$ cat config.mk
export PLATFORM = sky130hd
export DESIGN_NAME = hci_core_mem_responder
export DESIGN_NICKNAME = d
export VERILOG_FILES = /design/src/rtl/hci_core_mem_responder.sv
export SDC_FILE = /design/constraint.sdc
export NUM_CORES = 1
export LEC_CHECK = 0
export BUFFER_PORTS_ARGS = -buffer_cell sky130_fd_sc_hd__buf_4
export CORE_MARGIN = 5
export CORE_UTILIZATION = 43
export DETAILED_ROUTE_END_ITERATION = 16
export PLACE_DENSITY_LB_ADDON = 0.08
export SYNTH_ARGS = -nofsm -noshare
export SYNTH_HDL_FRONTEND = slang
export SYNTH_SLANG_ARGS = --single-unit
$ cat constraint.sdc
create_clock -name clk_i -period 2.4 [get_ports clk_i]
set_input_delay 0.36 -clock clk_i [delete_from_list [all_inputs] [get_ports clk_i]]
set_output_delay 0.36 -clock clk_i [all_outputs]
set_load 0.005 [all_outputs]
$ cat src/rtl/hci_core_mem_responder.sv
// rtl/hci_core_mem_responder.sv - HCI core-side responder in front of a single-port SRAM
//
// Accepts core requests, forwards them to a single-port SRAM with one cycle of
// read latency and returns load responses in grant order through a small
// response buffer so the core may apply backpressure via lrdy_i.
//
// Ports:
//   clk_i, rst_i                      clock, asynchronous active-high reset
//   req_i, gnt_o                      core request / grant handshake
//   add_i, wen_i, data_i, be_i,       byte address, 1=load 0=store, store data,
//   user_i                            byte enables, user sideband
//   lrdy_i                            core ready for a load response
//   r_data_o, r_valid_o, r_opc_o,     load response data / valid / error flag (0)
//   r_user_o                          and user sideband of the originating load
//   mem_req_o, mem_wen_o, mem_add_o,  SRAM strobe, 1=read 0=write, word address,
//   mem_wdata_o, mem_be_o             write data, byte enables
//   mem_rdata_i                       SRAM read data, one cycle after the strobe

module hci_core_mem_responder #(
    parameter int DW     = 32,
    parameter int AW     = 32,
    parameter int BW     = 8,
    parameter int UW     = 1,
    parameter int MEM_AW = 10,
    parameter int DEPTH  = 2
) (
    input  logic                 clk_i,
    input  logic                 rst_i,
    input  logic                 req_i,
    output logic                 gnt_o,
    input  logic [AW-1:0]        add_i,
    input  logic                 wen_i,
    input  logic [DW-1:0]        data_i,
    input  logic [DW/BW-1:0]     be_i,
    input  logic [UW-1:0]        user_i,
    input  logic                 lrdy_i,
    output logic [DW-1:0]        r_data_o,
    output logic                 r_valid_o,
    output logic                 r_opc_o,
    output logic [UW-1:0]        r_user_o,
    output logic                 mem_req_o,
    output logic                 mem_wen_o,
    output logic [MEM_AW-1:0]    mem_add_o,
    output logic [DW-1:0]        mem_wdata_o,
    output logic [DW/BW-1:0]     mem_be_o,
    input  logic [DW-1:0]        mem_rdata_i
);

    localparam int BEW = DW / BW;
    localparam int OFF = $clog2(BEW);
    localparam int OW  = $clog2(DEPTH + 1);
    localparam int PW  = (DEPTH > 1) ? $clog2(DEPTH) : 1;

    logic [OW-1:0] occ;
    logic          inflight;
    logic [UW-1:0] user_q;
    logic [DW-1:0] buf_data [DEPTH];
    logic [UW-1:0] buf_user [DEPTH];
    logic [PW-1:0] head;
    logic [PW-1:0] tail;

    logic          buf_empty;
    logic          pop;
    logic          buf_pop;
    logic          push;
    logic          load_gnt;
    logic [OW:0]   level;

    // Only the word-address slice of add_i reaches the SRAM; the byte offset
    // and any bits above the SRAM range are intentionally dropped.
    logic          unused_add;
    assign unused_add = ^add_i;

    function automatic logic [PW-1:0] ptr_inc(input logic [PW-1:0] p);
        return (p == PW'(DEPTH - 1)) ? '0 : p + 1'b1;
    endfunction

    assign buf_empty = (occ == '0);
    assign pop       = r_valid_o & lrdy_i;
    assign buf_pop   = ~buf_empty & lrdy_i;
    // An inflight response is stored unless it bypasses straight to an accepting core.
    assign push      = inflight & ~(buf_empty & lrdy_i);

    // Slots that will still be held after this cycle's pop; a load is granted
    // only if one more slot is guaranteed for its response.
    assign level    = {1'b0, occ} + (OW+1)'(inflight) - (OW+1)'(pop);
    assign gnt_o    = req_i & (~wen_i | (level < (OW+1)'(DEPTH)));
    assign load_gnt = gnt_o & wen_i;

    assign mem_req_o   = gnt_o;
    assign mem_wen_o   = wen_i;
    assign mem_be_o    = be_i;
    assign mem_wdata_o = data_i;
    assign mem_add_o   = add_i[MEM_AW+OFF-1:OFF];

    assign r_opc_o = 1'b0;

    // Buffered responses are older than the inflight one, so the head wins.
    always_comb begin
        r_valid_o = 1'b0;
        r_data_o  = '0;
        r_user_o  = '0;
        if (!buf_empty) begin
            r_valid_o = 1'b1;
            r_data_o  = buf_data[head];
            r_user_o  = buf_user[head];
        end else if (inflight) begin
            r_valid_o = 1'b1;
            r_data_o  = mem_rdata_i;
            r_user_o  = user_q;
        end
    end

    always_ff @(posedge clk_i or posedge rst_i) begin
        if (rst_i) begin
            occ      <= '0;
            inflight <= 1'b0;
            user_q   <= '0;
            head     <= '0;
            tail     <= '0;
            for (int i = 0; i < DEPTH; i++) begin
                buf_data[i] <= '0;
                buf_user[i] <= '0;
            end
        end else begin
            assert (!(push && !buf_pop && occ == OW'(DEPTH)));
            inflight <= load_gnt;
            if (load_gnt) begin
                user_q <= user_i;
            end
            if (push) begin
                buf_data[tail] <= mem_rdata_i;
                buf_user[tail] <= user_q;
                tail           <= ptr_inc(tail);
            end
            if (buf_pop) begin
                head <= ptr_inc(head);
            end
            occ <= occ + OW'(push) - OW'(buf_pop);
        end
    end

endmodule
# == Yosys cells after proc, flatten, opt, wreduce, memory -nomap -nowiden ==
# Cells that the tools add are included.
# classes
addsub,6
mux,20
n_bitwise,12
n_reduce_logical,2
order_cmp,4
# op_table
op,n
$mux 32,6
$bwmux 64,1
$demux 32 s1,1
$mux 1,10
$and 1x1->1,6
$ge 2x2->1 const B,2
$not 1->2,2
$add 2x1->3,1
$lt 3x2->1 const B,1
$not 1->1,3
$sub 3x1->3,1
$add 1x1->1 const B,2
$add 2x1->2,1
$bwmux 2,1
$logic_not 2->1,1
$lt 2x1->1 const B,1
$sub 2x1->2,1
$demux 1 s1,1
$logic_and 1x1->1,1
$or 1x1->1,1
# totals
regBits,72
elab_cells,53
output_inout_bits,84

# == Logic depth before layout (Yosys ltp) ==
# depth
depth_word,8
ltp_mapped,11
depth_no_buf,9

# == Worst setup path after synthesis ==
# Ideal clock, no wire load.
# synth_timing
path_kind,reg2out
from,reg occ[1]
to,out mem_req_o
path_stages_with_launch,12
n_path_buf,2
t_arrival_ns,2.360
slack_ns,-0.320
cell_sequence,dfrtp_1 nor2_1 buf_2 nand2_1 and2_1 ha_1 nor2b_1 fa_1 xnor2_1 o21ai_0 and2_1 buf_4
# synth_via
elab_chain_cells,7
word_cells_on_any_way,8
classes_between,add/sub: 2; order compare: 1; mux: 1; bitwise: 3; reduce/logical: 1
# synth_rtl
element,line,rtl
from (decl),54,logic [OW-1:0] occ;
from (signal assigned),139,occ <= occ + OW'(push) - OW'(buf_pop);
$logic_not 2->1,78,assign buf_empty = (occ == '0);
$mux 1,103,if (!buf_empty) begin
net r_valid_o,38,"output logic r_valid_o,"
$and 1x1->1,79,assign pop = r_valid_o & lrdy_i;
$sub 3x1->3,86,"assign level = {1'b0, occ} + (OW+1)'(inflight) - (OW+1)'(pop);"
$lt 3x2->1,87,assign gnt_o = req_i & (~wen_i | (level < (OW+1)'(DEPTH)));
$or 1x1->1,87,
$and 1x1->1,87,
to (decl),41,"output logic mem_req_o,"
# The timed path passes the listed nets, and every way through them passes these cells.

# == Final worst setup path ==
# layout_timing
from,reg occ[1]
to,out mem_req_o
# layout_via
elab_chain_cells,7
word_cells_on_any_way,8
classes_between,add/sub: 2; order compare: 1; mux: 1; bitwise: 3; reduce/logical: 1
# layout_rtl
element,line
$logic_not 2->1,78
$mux 1,103
$and 1x1->1,79
$sub 3x1->3 (*),86
$lt 3x2->1 (*),87
$or 1x1->1 (*),87
$and 1x1->1 (*),87
# Every way passes the cells marked *; elsewhere a longest branch is shown, timed or not.

==> key figures <==
Run status
  – Status: complete, but fails checks
  – Failing checks: negative setup slack

Setup path
  – WP data required: 2040 ps
  – Kind of critical path: reg -> out
  – Crit path top cell by count: and2_4
  – Crit path DAT: 2260 ps
  – Worst stage delay on the critical path: 420 ps
  – Buf+Inv Stages, Crit Path: 1
  – CP Cell Sequence: nor2_4 > nand2_2 > and2_4 > ha_4 > nor2b_4 > fa_2 > xnor2_2 > o21ai_1 > and2_4 > buf_4
  – Critical Path Start Type: flop
  – R2r setup slk: 100 ps
  – Family with the most delay on the worst path: adder cells
  – CP max stage cell: dfrtp_2
  – Crit path max fanout: 2
  – CP Capture Type: output port

Pwr
  – Pwr dens: 1370 nW/um2
  – Leakage power: 0.00225 uW
  – Maximum vdd ir drop: 690 uV
  – Total power draw: 6580 uW

Synth
  – Synth Area in Compound Gates: 4.07%
  – Flops & latches, synth: 72
  – Synth Instances: 337
  – Synth Area in Adders: 1.38%
  – Post-synthesis simple-gate area fraction: 6.41%
  – Largest family of logic cells by synthesized area: multiplexers
  – Post-Synth XOR/XNOR Area: 1.05%
  – Number of distinct library cells after synthesis: 27
  – Ys Warns: 0
  – Synth Area per Inst: 12.4 um2
  – Mapped Nets: 447
  – Register area share after synthesis: 43.1%
  – Synthesized area: 4180 um2
  – Post-synthesis mux area share: 31.3%

Placed design
  – RePlAce Congestion: 0.752
  – Port Buffers: 74
  – Post-DP HPWL: 5.53 mm

Drt
  – Post-route ant nets: 0
  – WL final: 8.56 mm
  – DR iter-0 viols: 47
  – DRC viols: 0
  – TritonRoute pass-1 iters: 4
  – DR vias: 2,514
  – WL/cell: 16.9 um
  – Routed vias/inst: 4.95

Min path
  – Worst hold-check path type: in -> reg

Die
  – Die area: 11,800 um2
  – Floorplan row count: 36
  – Die H: 109 um
  – Die W: 109 um
  – Initial Util: 43.4%
  – IO Pins: 190
  – Total core area: 9640 um2

Cells and area
  – Commonest non-fill, non-tap cells in the layout: buf_4, dfrtp_1, mux2_4
  – Most common cell after layout, fill and taps aside: buf_4
  – Final core utilization: 49.9%
  – Area Overhead vs Synth: 15.1%
  – Share of cells above drive strength 1: 50.4%
  – # diodes: 0
  – Layout Nets: 480

STA
  – Clk_skew: 8.26 ps
  – Relative slew slack: 55.1%
  – F_max: 382 MHz
  – Slew Viols, Final: 0
  – Fin Setup TNS: -439 ps
  – RSZ-0062 raised after global routing: true
  – Tmin final: 2620 ps
  – Fin worst setup slack: -220 ps
  – Worst Tran Pin Value: 672 ps
  – Final number of setup-violating endpoints: 2
  – Tcrit/Tclk final: 109%
  – Final Hold Viols: 0

Global route
  – First-pass GRT wire length: 13.8 mm
  – GRT Total Usage: 15.2%
  – Initial antenna violation count: 0
  – Largest net degree at the start of global routing: 68
  – Grt ovf: 0
  – Number of global-route vias before repair: 2,621

Clock network
  – CTS max path bufs: 2
  – CTS HTree Levels: 3
  – Clk sinks: 72
  – Clock slew at reported path FFs: 70 ps
  – CTS Root Cell: clkbuf_8
  – Total CTS buffers: 9
  – Latest clock arrival within the worst-skew pair: 340 ps
  – CTS tree: built

Job
  – Max-cap violation count: 0
-- sequential cells by signal, indices dropped and copies added (netlist names) --
name      cells
buf_user      2
inflight      1
tail          1
head          1
occ           2
buf_data     64
user_q        1
-- final cells by class --
| cell class | instances | area (um2) |
|---|---|---|
| clock buffer | 13 | 159 |
| clock inverter | 3 | 40.0 |
| fill | 912 | 4830 |
| inverter | 5 | 18.8 |
| multi-input combinational | 190 | 1900 |
| sequential | 72 | 1810 |
| tap | 133 | 166 |
| timing repair buffer | 92 | 718 |
-- metal layers --
layer  global-route usage (%)  part of all wire (%)  wire length (um)  up-vias
li1                         -                     -                 -     1191
met1                     21.0                    47              4060     1241
met2                     22.6                    46              3900       68
met3                     3.76                   5.7               485       14
met4                     7.03                   1.4               121        0
met5                        0                     0                 0        -
-- Yosys cell counts --
library cell / instances / area, um2
buf_6: 6 / 67.6
buf_4: 50 / 375
mux2_4: 60 / 901
and2_1: 2 / 12.5
dfrtp_1: 72 / 1800
nand2b_1: 1 / 6.26
nand3_1: 33 / 165
mux2_2: 7 / 78.8
conb_1: 1 / 3.75
nor2_1: 1 / 3.75
nor3_4: 1 / 16.3
clkbuf_1: 3 / 11.3
fa_1: 1 / 20.0
inv_2: 1 / 3.75
nor3b_4: 1 / 18.8
nand2_1: 3 / 11.3
o21ai_0: 34 / 170
nor2b_1: 2 / 12.5
nor2_4: 1 / 11.3
buf_2: 8 / 40.0
xnor2_1: 4 / 35.0
nor3_2: 1 / 10.0
mux2i_1: 33 / 330
xor2_1: 1 / 8.76
buf_1: 3 / 11.3
inv_1: 4 / 15.0
ha_1: 3 / 37.5
-- report_power, final --
part	internal, uW	switching [uW]	leakage (uW)
Clock	535	434	0.000103
Combinational	2060	1370	0.00127
Sequential	1810	365	0.000883
Total	4410	2170	0.00225
-- worst paths after layout --
check	to	cells after the start	start
setup / recovery	mem_req_o	10	occ[1]
hold / removal	user_q	2	user_i
setup reg to reg	user_q	10	occ[1]
hold reg to reg	buf_data[34]	1	buf_data[34]
max in group asynchronous	head	4	rst_i
min in group asynchronous	buf_data[14]	3	rst_i
-- through the flow --
stage	instance area (um2)	cells	hold slack, ps	setup slack [ps]
2_1_floorplan	4210	337	480	-116
5_1_grt	4810	508	246	-298
3_3_place_gp	4550	488	342	50.0
3_5_place_dp	4550	488	349	24.1
4_1_cts	4790	507	240	-265
6_report	4810	508	261	-220
-- timing repair --
item	in CTS	in global routing
setup endpoints to repair	2	3
hold endpoints to repair	11	0
pin swaps	7	1
hold buffers	1	0
gates resized for setup	2	3
setup buffers	2	1
-- cells by family after synthesis --
group           count (synthesis)
xor+xnor                        5
simple gates                   46
other cells                     1
flops                          72
fa+ha+maj                       4
compound gates                 34
buf+inv                        75
mux                           100
Note: power is estimated with default switching activity, not from simulation.
